### config.mk
export PLATFORM = sky130hd
export DESIGN_NAME = z88_memif
export DESIGN_NICKNAME = d
export VERILOG_FILES = /design/src/rtl/z88_memif.sv
export SDC_FILE = /design/constraint.sdc
export NUM_CORES = 1
export LEC_CHECK = 0
export ABC_AREA = 1
export CORE_ASPECT_RATIO = 0.5
export CORE_UTILIZATION = 42
export DETAILED_ROUTE_END_ITERATION = 12
export PLACE_DENSITY = 0.8
export SYNTH_ARGS = -nofsm -noshare
export SYNTH_HDL_FRONTEND = slang
export SYNTH_SLANG_ARGS = --single-unit
### constraint.sdc
create_clock -name clk -period 3.61 [get_ports clk]
set_input_delay 0.9025 -clock clk [delete_from_list [all_inputs] [get_ports clk]]
set_output_delay 0.9025 -clock clk [all_outputs]
set_load 0.1 [all_outputs]
### src/rtl/z88_memif.sv
// z88_memif: Z88 slot memory interface with per-slot wait states; Z88_MEMIF_BUSERR_EN rejects select collisions and raises err
module z88_memif #(
  parameter int NSLOTS = 4,
  parameter int AW = 19,
  parameter int DW = 8,
  parameter logic [NSLOTS*4-1:0] WAIT_CFG = '0
) (
  input  logic                 clk,
  input  logic                 reset,
  input  logic [NSLOTS-1:0]    sel_n,
  input  logic                 roe_n,
  input  logic                 wrb_n,
  input  logic [AW-1:0]        ma,
  input  logic [DW-1:0]        cdo,
  input  logic [NSLOTS*DW-1:0] mem_do,
  output logic [AW-1:0]        mem_a,
  output logic [DW-1:0]        mem_di,
  output logic [NSLOTS-1:0]    mem_ce_n,
  output logic                 mem_oe_n,
  output logic                 mem_we_n,
  output logic [DW-1:0]        cdi,
  output logic                 wait_n,
  output logic                 err
);
  localparam int SW = NSLOTS > 1 ? $clog2(NSLOTS) : 1;
  localparam logic [1:0] IDLE = 2'd0, ACC = 2'd1, HOLD = 2'd2;
  logic [1:0] state;
  logic [3:0] cnt, nlow;
  logic [SW-1:0] s_d, s_q;
  logic wr_q, stb, req, abort;
  logic [DW-1:0] cdi_q;
  assign stb = !roe_n || !wrb_n;
`ifdef Z88_MEMIF_BUSERR_EN
  assign req = stb && nlow == 4'd1;
`else
  assign req = stb && nlow != 4'd0;
`endif
  assign abort = sel_n[s_q] || (roe_n && wrb_n);
  assign wait_n = !((state == IDLE && req) || state == ACC);
  assign cdi = (state == HOLD && !wr_q) ? cdi_q : '1;
  // lowest-index active select wins; count active selects for collision detection
  always_comb begin
    s_d = '0;
    nlow = '0;
    for (int i = NSLOTS - 1; i >= 0; i--) begin
      s_d = sel_n[i] ? s_d : SW'(i);
      nlow = nlow + {3'b000, !sel_n[i]};
    end
  end
  // access sequencer: latch request, strobe for W+1 cycles, hold read data until the CPU lets go
  always_ff @(posedge clk) begin
    if (reset) begin
      state <= IDLE;
      cnt <= '0;
      s_q <= '0;
      wr_q <= 1'b0;
      mem_a <= '0;
      mem_di <= '0;
      mem_ce_n <= '1;
      mem_oe_n <= 1'b1;
      mem_we_n <= 1'b1;
      cdi_q <= '1;
    end else begin
      case (state)
        IDLE: if (req) begin
          state <= ACC;
          s_q <= s_d;
          wr_q <= roe_n;
          mem_a <= ma;
          mem_di <= cdo;
          cnt <= WAIT_CFG[{s_d, 2'b00} +: 4];
          mem_ce_n <= ~(NSLOTS'(1) << s_d);
          mem_oe_n <= roe_n;
          mem_we_n <= !roe_n || wrb_n;
        end
        ACC: if (abort || cnt == 4'd0) begin
          state <= abort ? IDLE : HOLD;
          mem_ce_n <= '1;
          mem_oe_n <= 1'b1;
          mem_we_n <= 1'b1;
          cdi_q <= (!abort && !wr_q) ? mem_do[s_q*DW +: DW] : cdi_q;
        end else cnt <= cnt - 4'd1;
        HOLD: state <= (sel_n[s_q] && roe_n && wrb_n) ? IDLE : HOLD;
        default: state <= IDLE;
      endcase
    end
  end
`ifdef Z88_MEMIF_BUSERR_EN
  // sticky collision flag, cleared only by reset
  always_ff @(posedge clk) err <= reset ? 1'b0 : err | (stb && nlow > 4'd1);
`else
  assign err = 1'b0;
`endif
endmodule

==> impl_results.md <==
* Vias/cell at 5.00
* Transition at the pin with the smallest max-transition slack at 988 ps
* Root cell of the clock tree: clkbuf_16
* Worst min-delay path startpoint: mem_oe_n
* Starting Density at 44.9%
* Clock tree from TritonCTS: done
* Leakage component of the power at 0.00160 µW
* Overall routing resource usage at 21.6%
* Die width at 112 µm
* Detailed Place HPWL at 4940 µm
* Total number of vias at 2584
* Total CTS buffers at 5
* Fraction of final layout cells sized beyond drive strength 1 at 17.1%
* CP required at 2710 ps
* Maximum level of the CTS H-tree at 2
* Max-cap check violation count at 0
* FF+latch count, synth at 50
* Drt total wl at 6590 µm
* Worst Setup Path Type: in -> out
* Detail Route Antenna Nets at 0
* Die Height at 56.9 µm
* Number of max-slew violations in the final report at 0
* Aggregate global routing overflow at 0
* CTS Hold Buffers Added at 0
* Detail-routed net length per standard cell at 12.7 µm
* Maximum number of pins on one net before global-route repair at 40
* Placeable core area at 0.00563 mm²
* Max IR drop VDD at 322 µV
* Number of sinks driven by the clock tree at 50
* Number of design-rule violations left by the first detailed-router iteration at 113
* Power per unit of standard cell area at 595 mW/mm²
* Endpoint class of the critical path: output port
* Clock latency at the later pin of the worst-skew pair at 280 ps
* Area Growth Syn to Fin at 50.5%
* Outcome: finished with violations
* Setup TNS after final layout at 0 ps
* Hold/Removal Path Class: reg -> reg
* Setup repair after global routing missed its margin: no
* Final hold slack at 459 ps
* Maximum operating frequency at 0.285 GHz
* Failing checks: DRC
* R2r endpoint: cnt[3]
* Reg-to-reg slack, setup at 1800 ps
* Combined area of all synthesized cells at 0.00253 mm²
* Startpoint of the worst-slack reg-to-reg timing path: s_q[0]
* Number of I/O pins at 110
* Post-synthesis instance total at 336
* Hold path endpoint: mem_oe_n
* Portion of the post-synthesis area used by sequential elements at 39.6%
* Count of final setup violators at 0
* Hold Fails Final Rpt at 0
* Highest net fanout along the worst path at 2
* Clock input transition at the sequential cells of the worst setup and hold paths at 60 ps
* Data arrival at the endpoint of the critical path at 2610 ps
* Type of element launching the critical path: primary input
* Final worst-path cycle share at 97.2%
* Rel. slew slack at 33.9%
* Initial antenna violation count at 0
* Nets at 517
* Worst Skew at 3.95 ps
* RePlAce Congestion at 0.855
* Maximum buffer depth of the clock tree at 2
* First-pass GRT wire length at 11100 µm
* R2R depth at 8
* # diodes at 0
* DRT Pass-1 Iters at 8
* Count of input and output buffers at 108
* Min cycle time layout at 3510 ps
* Vias in the first global route at 2576
* Hold Crit Depth at 2
* Net count of the mapped netlist at 410
* Area of the die at 0.00635 mm²
* Number of core rows at 19
* Mean cell area of the mapped netlist at 7.53 µm²
* Count of unresolved DRC violations after routing at 8
* Warning count from the yosys run at 0
* Count of distinct cell types in the synthesized netlist at 33
cells in the mapped netlist:
cell type   n  area (µm²)
nand3_2     2        20.0
buf_8       1        15.0
fa_1        1        20.0
o21ai_0    19        95.1
buf_6       4        45.0
nand4_4     3        63.8
clkinv_2    1        5.00
clkinv_1    2        7.51
a21oi_2     9        78.8
nand3b_1    1        7.51
nand2_1    91         342
xnor2_1     2        17.5
nand2_4     2        22.5
nor3_2      1        10.0
buf_4       4        30.0
inv_2       2        7.51
inv_1      22        82.6
nand3_1    27         135
nor2_1     22        82.6
dfxtp_1    50        1000
conb_1      1        3.75
nor2_2      1        6.26
nor2_4      1        11.3
buf_2       2        10.0
o22ai_1     8        50.1
o211ai_1    1        7.51
nand2_2    13        81.3
nand3_4     1        17.5
clkbuf_1    5        18.8
ha_1        6        75.1
inv_4       3        18.8
a21oi_1    27         135
nor3_1      1        5.00
through the flow:
step | total power, µW | area, µm² | worst slack [ps] | std cells | utilization, %
floorplan | 1520 | 2540 | 42.1 | 336 | -
global placement | 1760 | 3640 | -194 | 509 | 64.6
detailed placement | 1780 | 3640 | -279 | 509 | 64.6
CTS | 2270 | 3800 | 15.8 | 517 | 67.4
global route | 2370 | 3810 | 2.62 | 517 | 67.6
finish | 2260 | 3810 | 101 | 517 | 67.6
layer usage:
metal,wire [µm],GRT usage (%),vias up
met5,0,0,-
met4,24,3.28,0
met3,453,5.51,2
met2,3390,42.7,71
met1,2720,23.6,1207
li1,-,-,1304
cells in the final DEF (no fill, tap or decap), types with 2 or more instances in the layout:
master	instances
nand2_1	91
clkdlybuf4s50_1	90
dfxtp_1	50
a21oi_1	27
nand3_1	27
nor2_1	22
inv_1	21
buf_4	21
o21ai_0	19
nand2_2	12
a21oi_2	9
o22ai_1	8
clkbuf_16	5
ha_1	4
nand2_4	3
inv_4	3
nand4_4	3
inv_2	2
nand3_2	2
xnor2_1	2
clkinv_1	2
clkbuf_8	2
buf_12	2
flip-flops by register name, indices dropped and copies added, names as in the netlist:
name      cells
cdi_q         8
state         2
mem_we_n      1
mem_oe_n      1
mem_ce_n      4
cnt           4
mem_di        8
mem_a        19
wr_q          1
s_q           2
power by group:
part / internal [µW] / switching, µW
Sequential: 632 / 62.9
Combinational: 316 / 762
Clock: 296 / 195
Total: 1240 / 1020
layout make-up:
cell class	instances	area (µm²)
sequential	50	1000
multi-input combinational	240	1310
inverter	30	125
timing repair buffer	116	1120
clock inverter	1	8.76
fill	474	1830
clock buffer	7	153
tap	73	91.3
worst max-delay path by stage:
| stage | cells after the start | endpoint | from |
|---|---|---|---|
| after floorplan | 9 | wait_n | sel_n[2] |
| after global placement | 11 | wait_n | sel_n[2] |
| after detailed placement | 11 | wait_n | sel_n[2] |
| after CTS | 11 | wait_n | sel_n[3] |
| after global routing | 11 | wait_n | sel_n[3] |
| final | 11 | wait_n | sel_n[3] |
logic make-up after synthesis:
family	synth area share (%)
other	0.148
and+or+nand+nor	31.8
adders and majority gates	3.76
AOI/OAI and AO/OA	14.5
xor gates and xnor gates	0.693
buffers and inverters	9.50
DFF	39.6
critical path, stage by stage:
cell and delay [ps]:
clkdlybuf4s15_2 200, fa_1 490, inv_1 50, ha_2 180, ha_4 250, nor2_1 30
nand2_1 90, nand3_4 80, nand2_4 80, clkinvlp_4 90, buf_12 170
timing repair:
action                     in CTS  in global routing
setup endpoints to repair       1                  1
gates resized for setup        10                  2
setup buffers                   0                  0
pin swaps                       4                  3
No activity file was read; power rests on OpenSTA's default activity.
